==> src/rtl/dma_desc_sched.sv <==
// dma_desc_sched: walks the DMA descriptor slots in order, hands each enabled
// non-empty descriptor to the read and write streamers, waits for both to
// finish, captures the first reported error and publishes {error, done}.
// Optional build macro: DMA_DESC_CHECK_EN. When defined, a selected
// descriptor whose src/dst address is not BUS_BYTES aligned is refused and
// reported as DMA_UNALIGNED_ERR instead of being dispatched.
module dma_desc_sched #(
    parameter int NUM_DESC  = 2,
    parameter int DESC_W    = 96,
    parameter int BUS_BYTES = 8
) (
    input  logic                         clk,
    input  logic                         rst,
    input  logic                         dma_go_i,
    input  logic                         dma_abort_i,
    input  logic [NUM_DESC-1:0]          desc_en_i,
    input  logic [NUM_DESC*DESC_W-1:0]   desc_i,
    output logic [DESC_W-1:0]            rd_desc_o,
    output logic                         rd_desc_valid_o,
    input  logic                         rd_desc_ready_i,
    output logic [DESC_W-1:0]            wr_desc_o,
    output logic                         wr_desc_valid_o,
    input  logic                         wr_desc_ready_i,
    input  logic                         rd_done_i,
    input  logic                         wr_done_i,
    input  logic [34:0]                  err_i,
    output logic [34:0]                  err_o,
    output logic [1:0]                   status_o,
    output logic [2:0]                   cur_desc_o,
    output logic                         busy_o
);

    // Error source codes carried in err[2:1].
    localparam logic [1:0] DMA_AXI_RD_ERR    = 2'b01;
    localparam logic [1:0] DMA_AXI_WR_ERR    = 2'b10;
    localparam logic [1:0] DMA_UNALIGNED_ERR = 2'b11;

    localparam logic [2:0] S_IDLE     = 3'd0;
    localparam logic [2:0] S_SCAN     = 3'd1;
    localparam logic [2:0] S_DISPATCH = 3'd2;
    localparam logic [2:0] S_WAIT     = 3'd3;
    localparam logic [2:0] S_DONE     = 3'd4;

    // Elaboration-time sanity checks on the configuration.
    generate
        if (NUM_DESC < 1 || NUM_DESC > 8) begin : g_bad_num_desc
            $error("dma_desc_sched: NUM_DESC must be 1..8");
        end
        if (DESC_W != 96) begin : g_bad_desc_w
            $error("dma_desc_sched: DESC_W must be 96");
        end
        if (BUS_BYTES < 1 || (BUS_BYTES & (BUS_BYTES - 1)) != 0) begin : g_bad_bus_bytes
            $error("dma_desc_sched: BUS_BYTES must be a power of 2");
        end
    endgenerate

    logic [2:0]        r_state;
    logic [2:0]        r_idx;
    logic [DESC_W-1:0] r_rd_desc;
    logic [DESC_W-1:0] r_wr_desc;
    logic              r_rd_valid;
    logic              r_wr_valid;
    logic              r_rd_done;
    logic              r_wr_done;
    logic [34:0]       r_err;
    logic [1:0]        r_status;

    logic [DESC_W-1:0] w_cur_desc;
    logic              w_cur_en;
    logic              w_last;
    logic              w_hs_complete;

    // Select the descriptor and enable bit of the slot under idx.
    always_comb begin
        // NOTE: every always_comb output gets a default first so no path leaves it unassigned (no latch).
        w_cur_desc = '0;
        w_cur_en   = 1'b0;
        for (int k = 0; k < NUM_DESC; k++) begin
            if (r_idx == 3'(k)) begin
                w_cur_desc = desc_i[k*DESC_W +: DESC_W];
                w_cur_en   = desc_en_i[k];
            end
        end
    end

    assign w_last = (r_idx == 3'(NUM_DESC - 1));

    // Both sides are finished with the handshake once each valid is either
    // already low or being accepted this cycle.
    assign w_hs_complete = (!r_rd_valid || rd_desc_ready_i) &&
                           (!r_wr_valid || wr_desc_ready_i);

`ifdef DMA_DESC_CHECK_EN
    localparam logic [31:0] ALIGN_MASK = 32'(BUS_BYTES - 1);

    logic        w_src_unal;
    logic        w_dst_unal;
    logic [31:0] w_bad_addr;

    assign w_src_unal = |(w_cur_desc[95:64] & ALIGN_MASK);
    assign w_dst_unal = |(w_cur_desc[63:32] & ALIGN_MASK);
    // Source address is reported in preference when both are misaligned.
    assign w_bad_addr = w_src_unal ? w_cur_desc[95:64] : w_cur_desc[63:32];
`endif

    // Scheduler FSM, descriptor/valid registers, done flags, error capture and status.
    always_ff @(posedge clk or posedge rst) begin
        if (rst) begin
            r_state    <= S_IDLE;
            r_idx      <= '0;
            r_rd_desc  <= '0;
            r_wr_desc  <= '0;
            r_rd_valid <= 1'b0;
            r_wr_valid <= 1'b0;
            r_rd_done  <= 1'b0;
            r_wr_done  <= 1'b0;
            r_err      <= '0;
            r_status   <= '0;
        end else begin
            // NOTE: state registers use non-blocking assignments so every branch sees pre-edge values.
            if (!r_err[0] && err_i[0]) begin
                r_err <= err_i;
            end

            // Done pulses may arrive while the other side is still handshaking.
            if (r_state == S_DISPATCH || r_state == S_WAIT) begin
                if (rd_done_i) r_rd_done <= 1'b1;
                if (wr_done_i) r_wr_done <= 1'b1;
            end

            case (r_state)
                S_IDLE, S_DONE: begin
                    if (r_state == S_DONE && !r_status[0]) begin
                        r_status <= {r_err[0], 1'b1};
                    end
                    if (dma_go_i) begin
                        r_idx     <= '0;
                        r_status  <= '0;
                        r_err     <= '0;
                        r_rd_done <= 1'b0;
                        r_wr_done <= 1'b0;
                        r_state   <= S_SCAN;
                    end
                end

                S_SCAN: begin
                    if (dma_abort_i || r_err[0]) begin
                        r_state <= S_DONE;
                    end else if (w_cur_en && w_cur_desc[31:0] != 32'd0) begin
`ifdef DMA_DESC_CHECK_EN
                        if (w_src_unal || w_dst_unal) begin
                            r_err   <= {w_bad_addr, DMA_UNALIGNED_ERR, 1'b1};
                            r_state <= S_DONE;
                        end else
`endif
                        begin
                            r_rd_desc  <= w_cur_desc;
                            r_wr_desc  <= w_cur_desc;
                            r_rd_valid <= 1'b1;
                            r_wr_valid <= 1'b1;
                            r_state    <= S_DISPATCH;
                        end
                    end else if (w_last) begin
                        r_state <= S_DONE;
                    end else begin
                        r_idx <= r_idx + 3'd1;
                    end
                end

                S_DISPATCH: begin
                    if (r_rd_valid && rd_desc_ready_i) r_rd_valid <= 1'b0;
                    if (r_wr_valid && wr_desc_ready_i) r_wr_valid <= 1'b0;
                    if (w_hs_complete) r_state <= S_WAIT;
                end

                S_WAIT: begin
                    if (r_rd_done && r_wr_done) begin
                        r_rd_done <= 1'b0;
                        r_wr_done <= 1'b0;
                        if (w_last) begin
                            r_state <= S_DONE;
                        end else begin
                            r_idx   <= r_idx + 3'd1;
                            r_state <= S_SCAN;
                        end
                    end
                end

                default: r_state <= S_IDLE;
            endcase
        end
    end

    assign rd_desc_o       = r_rd_desc;
    assign wr_desc_o       = r_wr_desc;
    assign rd_desc_valid_o = r_rd_valid;
    assign wr_desc_valid_o = r_wr_valid;
    assign err_o           = r_err;
    assign status_o        = r_status;
    assign cur_desc_o      = r_idx;
    assign busy_o          = (r_state != S_IDLE) && (r_state != S_DONE);

endmodule

==> config.mk <==
export PLATFORM = sky130hd
export DESIGN_NAME = dma_desc_sched
export DESIGN_NICKNAME = d
export VERILOG_FILES = /design/src/rtl/dma_desc_sched.sv
export SDC_FILE = /design/constraint.sdc
export NUM_CORES = 1
export LEC_CHECK = 0
export ABC_AREA = 0
export CAP_MARGIN = 20
export CORE_AREA = 2 2 183 185
export CTS_BUF_LIST = sky130_fd_sc_hd__clkbuf_8 sky130_fd_sc_hd__clkbuf_16
export DETAILED_ROUTE_END_ITERATION = 16
export DIE_AREA = 0 0 185 187
export MAX_ROUTING_LAYER = met4
export PLACE_DENSITY_LB_ADDON = 0.12
export SLEW_MARGIN = 20
export SYNTH_ARGS = -nofsm -noshare
export SYNTH_HDL_FRONTEND = slang
export SYNTH_SLANG_ARGS = --single-unit
==> constraint.sdc <==
create_clock -name clk -period 13.5 [get_ports clk]
set_input_delay 4.05 -clock clk [delete_from_list [all_inputs] [get_ports clk]]
set_output_delay 4.05 -clock clk [all_outputs]
set_load 0.005 [all_outputs]
## Word-level counts from Yosys, hierarchy flattened

Cells that the tools add are included.

- Eq/ne operators: 15
- Reduce and logical (&&, ||, !) cells: 30
- Bitwise gates (word level): 1
- Add/sub/neg operators: 1
- Multiplexer cells: 39

Operators with widths:

| kind | count |
|---|---|
| $mux W96 | 2 |
| $mux W35 | 3 |
| $mux W3 | 12 |
| $reduce_bool A32 Y1 | 1 |
| $mux W1 | 14 |
| $pmux W3 S4 | 1 |
| $reduce_and A4 Y1 | 3 |
| $ne A2 B2 Y1 const B | 5 |
| $pmux W3 S3 | 1 |
| $logic_and A1 B1 Y1 | 8 |
| $pmux W1 S2 | 4 |
| $eq A3 B1 Y1 const B | 2 |
| $eq A3 B2 Y1 const B | 2 |
| $logic_not A3 Y1 | 2 |
| $ne A2 B1 Y1 const B | 3 |
| $reduce_bool A3 Y1 | 2 |
| $reduce_and A5 Y1 | 1 |
| $logic_not A1 Y1 | 4 |
| $logic_or A1 B1 Y1 | 4 |
| $mux W2 | 2 |
| $ne A4 B4 Y1 const B | 1 |
| $reduce_bool A2 Y1 | 2 |
| $add A3 B1 Y3 const B | 1 |
| $eq A3 B3 Y1 const B | 1 |
| 5 further kinds | 5 |

- Bits in registers: 143
- Word-level logic and storage cells: 95
- Output and inout port bits: 235
- Input port bits: 237

## Depth between registers and ports, before layout

- Depth in word-level cells: 8
- Depth in mapped cells: 12
- Mapped depth without buffers: 8

## Worst setup path after synthesis

No wires, ideal clock.

- Path type: input -> register
- Start: in desc_i[117]
- End: reg r_wr_desc[0], in the netlist wr_desc_o[0]
- Data required time: 13.373 ns
- Path buffers: 2
- Stages: 8
- Setup time: 0.127 ns
- Setup slack: 7.721 ns
- Arrival time: 5.651 ns
- Path through: nor4_1 nand4_1 o31ai_1 a41oi_2 nand3_2 buf_6 buf_6 mux2_1

- Word-level cells in the longest chain between the ends: 4

Ends and longest elaborated chain:

| item | line | source |
|---|---|---|
| start: declaration | 17 | `input logic [NUM_DESC*DESC_W-1:0] desc_i,` |
| $mux W96 | 79 | `if (r_idx == 3'(k)) begin` |
| $reduce_bool A32 Y1 | 149 | `end else if (w_cur_en && w_cur_desc[31:0] != 32'd0) begin` |
| $logic_and A1 B1 Y1 | 149 |  |
| $reduce_and A3 Y1 (no line) | -- |  |
| end signal: assignment | 158 | `r_wr_desc <= w_cur_desc;` |
| end: declaration | 60 | `logic [DESC_W-1:0] r_wr_desc;` |

Every way passes these cells.
A chain may end at the register's enable or synchronous reset.

## Final worst setup path

- Start: in desc_i[117]
- End: reg r_wr_desc[11], in the netlist wr_desc_o[11]

The elaborated chain is that of the path after synthesis.

==> reports/results.ini <==
[synthesis]
synthFlopType=dfrtp_1
syn_inst=688
yosys_warnings=0
synthXorXnorAreaFrac=0
yosysTopAreaCell=dfrtp_1
synth_top_cell_area_share=0.477
synth.most_common_cell=dfrtp_1
synth_seq_cells=143
netlist_top_cells_count=dfrtp_1 (143), buf_4 (96), mux2_2 (91), a22o_1 (89), nand2_1 (84)
seq_area_frac_synth=0.477
synth-simple-area-share=0.0828
syn_area_per_cell_um2=10.9
synth_top_family_by_area=compound AO/OA/AOI/OAI gates
synth-compound-area-share=0.156
synth.area.mux_share=0.148
synth-edff-count=0
syn_nets=928
netlist_area_um2=7490
synth.distinct_cells=40
synth_fa_ha_area_frac=0.00501
synth_area_leaders=dfrtp_1 (48%), mux2_2 (14%), a22o_1 (10%)
async_flop_share=1.00

[floorplanning]
rows=67
die-area_um2=34600
start_util=0.228
fp.dieW_um=185
ioPinCount=472
die_y_um=187
core_um2=32900

[grt]
antenna_found_initial=2
grt.overflow.total=0
grt_usage=0.165
first_global_vias=6790
grt_pass1_wl_um=41700
grt_start_max_net_pins=79

[route]
wl_per_cell_um=18.9
route.antenna.remaining_nets=0
num_vias=6500
drc_errors=0
drt_iter0_drc=227
viasPerCell=4.32
drtPass1Iterations=4
routed_wl_um=28400

[clocking]
cts_tree=built
path_clk_slew_ns=0.07
clock_path_buffers=2
cts.sinks=143
htreeDepth=4
clockRootBuffer=clkbuf_16
post_cts_buffers=0
cts_made_buffers=17
ctsResizeCount=0
hold_buffers=0
clock_latency_ns=0.42

[placed_design]
gp_congestion=0.782
hpwl_um=21100
io_buffers=471

[setup_path]
cp_num_buf_inv=2
cp_data_required_time_ns=13.79
slowest_stage=buf_4
setup.worst_path.end_class=flip-flop
crit_path_cell_trace=clkdlybuf4s50_1, nor4_1, nand4_1, o31ai_1, a41oi_2, nand3_4, buf_4, mux2_2
cp_max_fo=57
startpoint_type=input port
arrival_ns=7.49
worst_path_largest_cell_delay_ns=0.71
crit_type=input port to flip-flop
crit_family=buffers and inverters

[sta]
slew_headroom=0.388
tightest_slew_ns=0.918
setup_tns_ns=0
skew_ns=0.0158
drv_slew=0
setup_viol=0
post-route-min-period_ns=7.20
clock.fmax_mhz=139
post-route-period-util=0.533
rsz0062_at_grt=false
final_hold_viol_count=0

[cells_and_area]
synthToLayoutAreaGrowth_pct=66.5
finalCoreUtilization=0.380
fillers=3330
drive_above_1_share=0.131
nets=1282

[job]
drv_cap=0

[run_status]
status=finished, final reports clean

[power_and_ir_drop]
vdd_drop_max_mv=0.0887
power.density_nw_per_um2=223
leakage_uw=0.00528

[min_path]
min_path_type=flip-flop to flip-flop

[final timing paths]
check                                startpoint         endpoint  slack (ns)  depth (start not counted)
worst max-delay path                desc_i[117]    wr_desc_o[11]        6.30                          8
worst min-delay path            wr_desc_valid_o  wr_desc_valid_o        0.51                          2
worst max register to register    cur_desc_o[1]     wr_desc_o[2]        8.28                         10
worst min register to register  wr_desc_valid_o  wr_desc_valid_o        0.51                          2
max in group asynchronous                   rst    wr_desc_o[90]        7.92                          3
min in group asynchronous                   rst        err_o[16]        4.14                          2
[power breakdown]
part / internal [uW] / total, uW / switching [uW]
clock: 254 / 456 / 202
sequential: 635 / 829 / 194
combinational: 941 / 1500 / 560
total: 1830 / 2790 / 956
[layout make-up]
type | count | area [um2] | share of cell area
Antenna cell | 2 | 5.00 | 0.000401
Clock buffer | 20 | 467 | 0.0374
Clock inverter | 12 | 100 | 0.00802
Inverter | 10 | 42.5 | 0.00341
Multi-Input combinational cell | 392 | 2960 | 0.237
Sequential cell | 143 | 3580 | 0.287
Tap cell | 448 | 561 | 0.0449
Timing Repair Buffer | 478 | 4770 | 0.382
[routing by layer]
layer  wire length [um]  global-route usage
met5                  0                   -
met4                371              0.0357
met3               1920              0.0467
met2              14700               0.282
met1              11400               0.192
[stage by stage]
stage	total power [uW]	hold slack, ns	std cells	setup WS (ns)	instance area [um2]
finish	2790	0.512	1505	6.30	12500
global placement	2360	0.501	1471	5.83	11900
global route	2980	0.544	1505	6.06	12500
CTS	2840	0.521	1503	6.27	12500
floorplan	1580	0.486	688	5.61	7490
detailed placement	2360	0.506	1471	5.86	11900
[placed cells by master (no fill, tap or decap), drive strengths merged, types with 3 or more instances in the layout]
cell / instances
a22oi: 5
dfrtp: 143
nand2: 84
clkinv: 4
clkbuf: 20
nor2: 11
a21oi: 45
o21ai: 7
inv: 14
nand2b: 7
buf: 7
nand3b: 4
a22o: 89
nor2b: 5
nor4: 13
mux2: 94
clkdlybuf4s50: 471
mux2i: 5
clkinvlp: 4
ha: 3
[kinds of logic after synthesis]
kind of cell | Yosys count
flip-flops | 143
AND/OR/NAND/NOR | 134
buffers and inverters | 153
AO/OA/AOI/OAI | 156
adder cells (fa/ha/maj) | 3
multiplexers | 99
[flip-flops by register name (all words and copies together) (netlist names)]
name and cells:
err_o 35, r_rd_done 1, rd_desc_valid_o 1, r_wr_done 1, wr_desc_o 96, cur_desc_o 3, r_state 3, status_o 2
wr_desc_valid_o 1
[worst register-to-register path, cell delays in order, from the launching register on]
cell     delay, ns
dfrtp_1       0.40
inv_1         0.10
ha_1          0.41
nor2b_4       0.78
buf_4         0.77
a22oi_1       0.33
and4_1        0.24
a41oi_2       0.37
nand3_4       0.59
buf_4         0.61
mux2_4        0.50
No activity file was read; power rests on OpenSTA's default activity.
==> edit 1 (same settings) <==
`NUM_DESC`: 2 -> 1.
--- a/src/rtl/dma_desc_sched.sv
+++ b/src/rtl/dma_desc_sched.sv
@@ -5,7 +5,7 @@
 // descriptor whose src/dst address is not BUS_BYTES aligned is refused and
 // reported as DMA_UNALIGNED_ERR instead of being dispatched.
 module dma_desc_sched #(
-    parameter int NUM_DESC  = 2,
+    parameter int NUM_DESC  = 1,
     parameter int DESC_W    = 96,
     parameter int BUS_BYTES = 8
 ) (
Ports: changed (resized desc_en_i and desc_i); port bits go from 472 to 375. No check against the original RTL was run, so the function may have changed too.
==> edit 1 against the original RTL <==
  * Area after synthesis fell by 11%
  * Power fell by 10%
  * Global-route usage fell by 2.8 points
  * Sequential cell count did not move
  * Utilization fell by 5.2 points
  * Hold slack got worse by 10 ps
  * Clock power rose by 13%
  * Routed wire length fell by 19%
  * Setup slack improved by 330 ps
  * Final cell count fell by 1.9%
  * Cell area fell by 14%
==> edit 1: results (changes against the original RTL) <==
metric;value;unit;change
status;finished, final reports clean;;
Max-Cap Viols;0;;unchanged
RR Startpoint;r_state[2];;
M1 GR Usage;16.4;%;-2.8 points
first-pass GRT wire length;34700;um;-17%
P_leak;4.64;nW;-12%
syn nets;903;;-2.7%
Setup crit start;desc_i[30];;
post-synthesis sequential area ratio;53.3;%;+5.6 points
hold path endpoint;rd_desc_valid_o;;
R2R depth;7;;-3
share of cells above drive strength 1;4.76;%;-8.3 points
Rel. slew slack;37.3;%;-1.5 points
Hold Startpoint;rd_desc_valid_o;;
nets@finish;1159;;-9.6%
fmax;146;MHz;+4.8%
total track usage;13.7;%;-2.8 points
Peak supply drop;0.0944;mV;+6.4%
Syn Area/Cell;8.81;um2;-19%
met2 GRT Util;21.6;%;-6.6 points
half-perimeter wire length after placement;16600;um;-21%
Inserted Diodes;0;;-2
Cell variety after synth;34;;-15%
Metal-1 WL;9980;um;-13%
CP max-delay cell;buf_4;;
met3 WL;2090;um;+9.0%
Place WS;5840;ps;-17.6 ps
DR iter-0 viols;263;;+16%
vias in the first global route;5685;;-16%
hold slack;502;ps;-10.3 ps
post_cts resized;0;;unchanged
post-route clock skew;12.1;ps;-3.69 ps
vias post-DR;5825;;-10%
worst endpoint data arrival time;7160;ps;-330 ps
fin cells;1477;;-1.9%
initial antenna violation count;0;;-2
Worst Setup EP;wr_desc_o[89];;
synth warn;0;;unchanged
Post-Place Cells;1445;;-1.8%
GPL Wtd Cong;0.749;;-4.2%
Worst path max stage delay;660;ps;-50 ps
met2 wire len;10900;um;-26%
Buffers on Ports;374;;-21%
largest net degree at the start of global routing;119;;+51%
M3 GR Usage;5.08;%;+0.41 points
CTS Buf Count;17;;unchanged
R2R setup slack;10660;ps;+2380 ps
dominant cells by area after synthesis;dfrtp_1, nand2_1, buf_4, o21ai_0, a21oi_1;;
setup bufs post-CTS;0;;unchanged
Cell Area, Placed;10100;um2;-15%
CTS clk-pin slew, worst paths;60;ps;
Avg WL per Cell;15.7;um;-17%
synth cell count leaders;nand2_1, dfrtp_1, buf_4;;
P_int;1.66;mW;-9.1%
Worst-Skew Late Latency;430;ps;
worst hold path class;reg -> reg;;
CP max FO;78;;+37%
==> edit 1: power groups by stage <==
stage	sequential, mW	combinational [mW]	clock, mW
2_1_floorplan	0.784	0.565	0
3_3_place_gp	0.830	1.19	0
3_5_place_dp	0.836	1.19	0
4_1_cts	0.831	1.19	0.537
5_1_grt	0.853	1.29	0.555
6_report	0.820	1.16	0.515
==> edit 1: cell families after synthesis <==
logic type	count (synthesis)	synth area share [%]
AOI/OAI and AO/OA	151	12.3
and+or+nand+nor	317	18.9
adders and majority gates	2	0.373
buffers and inverters	147	15.0
muxes	1	0.149
DFF	143	53.3
==> edit 1: layout make-up <==
type	count	area (um2)
Clock inverter	13	189
Clock buffer	18	439
Fill cell	3452	22100
Timing Repair Buffer	380	3810
Multi-Input combinational cell	471	2150
Sequential cell	143	3580
Tap cell	448	561
Inverter	4	20.0
==> edit 1: worst max-delay path, delay by kind of cell <==
kind            cells  cell delay [ps]
simple gates        2              700
compound gates      2              380
buf+inv             4             1980
==> edit 2 (same flow settings) <==
Made on the original files. Register the output `err_o` once more, without a reset; this adds one clock of latency there. The other outputs are not delayed to match.
--- a/src/rtl/dma_desc_sched.sv
+++ b/src/rtl/dma_desc_sched.sv
@@ -195,7 +195,9 @@
     assign wr_desc_o       = r_wr_desc;
     assign rd_desc_valid_o = r_rd_valid;
     assign wr_desc_valid_o = r_wr_valid;
-    assign err_o           = r_err;
+    always_ff @(posedge clk) begin
+        err_o <= r_err;
+    end
     assign status_o        = r_status;
     assign cur_desc_o      = r_idx;
     assign busy_o          = (r_state != S_IDLE) && (r_state != S_DONE);
Function: changed (Yosys sat finds a counterexample within 4 cycles, from zero or initial values and one cycle with rst high).
==> edit 2 against the original RTL <==
  * Area after synthesis is 4.4% higher
  * Cell area grew 2.9%
  * Power increased by 7.9%
  * Sequential cell count up 35
  * Routed wire length grew 16%
  * Critical path depth rose by 1
  * Critical path type unchanged
  * Clock skew hardly changed
  * Maximum frequency decreased by 0.69%
  * Sequential power is 20% higher
  * Setup slack worse by 50 ps
  * Largest power group unchanged
==> edit 2: results (changes against the original RTL) <==
metric;value;unit;change
status;finished, final reports clean;;
post-synthesis sequential area ratio;54.7;%;+7.0 points
post-route clock skew;15.5;ps;-0.271 ps
hold slack;372;ps;-140 ps
Cell variety after synth;35;;-13%
Hold Startpoint;r_err[26];;
Sequential Power;993;uW;+20%
Setup crit start;desc_i[0];;
syn nets;1059;;+14%
half-perimeter wire length after placement;25100;um;+19%
worst slew pin tran;1050;ps;+136 ps
Reg power frac;33.0;%;+3.3 points
Post-Syn Instances;819;;+19%
R2R setup slack;9000;ps;+720 ps
Cell Area, Placed;12200;um2;+2.7%
Hold Path Stages;0;;-2
Setup WS post-layout;6250;ps;-50.1 ps
Peak supply drop;0.157;mV;+77%
synth cell count leaders;dfrtp_1, a21oi_1, nor2_1;;
Place WS;5900;ps;+43.2 ps
Worst-Skew Late Latency;440;ps;+20 ps
largest net degree at the start of global routing;107;;+35%
share of cells above drive strength 1;4.24;%;-8.8 points
clock network fraction of total power;17.3;%;+0.9 points
area share of the largest cell type after synthesis;45.8;%;-2.0 points
ys async rst share;80.3;%;-20 points
==> edit 2: cell count changes in the layout (fill, tap and decap cells not counted), sizes merged, moves of 35 or more <==
| cell | change |
|---|---|
| mux2 | -93 |
| dfxtp | +35 |
| nor2 | +95 |
| a21oi | +95 |
| a22o | -89 |
| a22oi | +93 |
==> edit 2: metal layers <==
metal  part of all wire [%]  wire length [um]  up-vias  GRT usage (%)
li1                       -                 -     3444              -
met3                    9.0              2950       25           6.66
met2                     50             16300      263           31.4
met1                     40             13100     3419           21.7
met5                      0                 0        -              -
met4                    1.7               564        0           5.53
==> edit 2: cell type report <==
class / count / area (um2)
diodes: 1 / 2.50
multi-input cells: 481 / 2560
flip-flops and latches: 178 / 4280
well taps: 448 / 561
repair buffers: 481 / 4790
inverters: 8 / 35.0
clock buffers: 18 / 450
fillers: 3324 / 20000
clock inverters: 14 / 163
==> edit 2: kinds of logic after synthesis <==
family	synth area share, %
compound gates	20.0
fa+ha+maj	0.480
buf+inv	12.9
flops	54.7
mux	0.272
simple gates	11.7
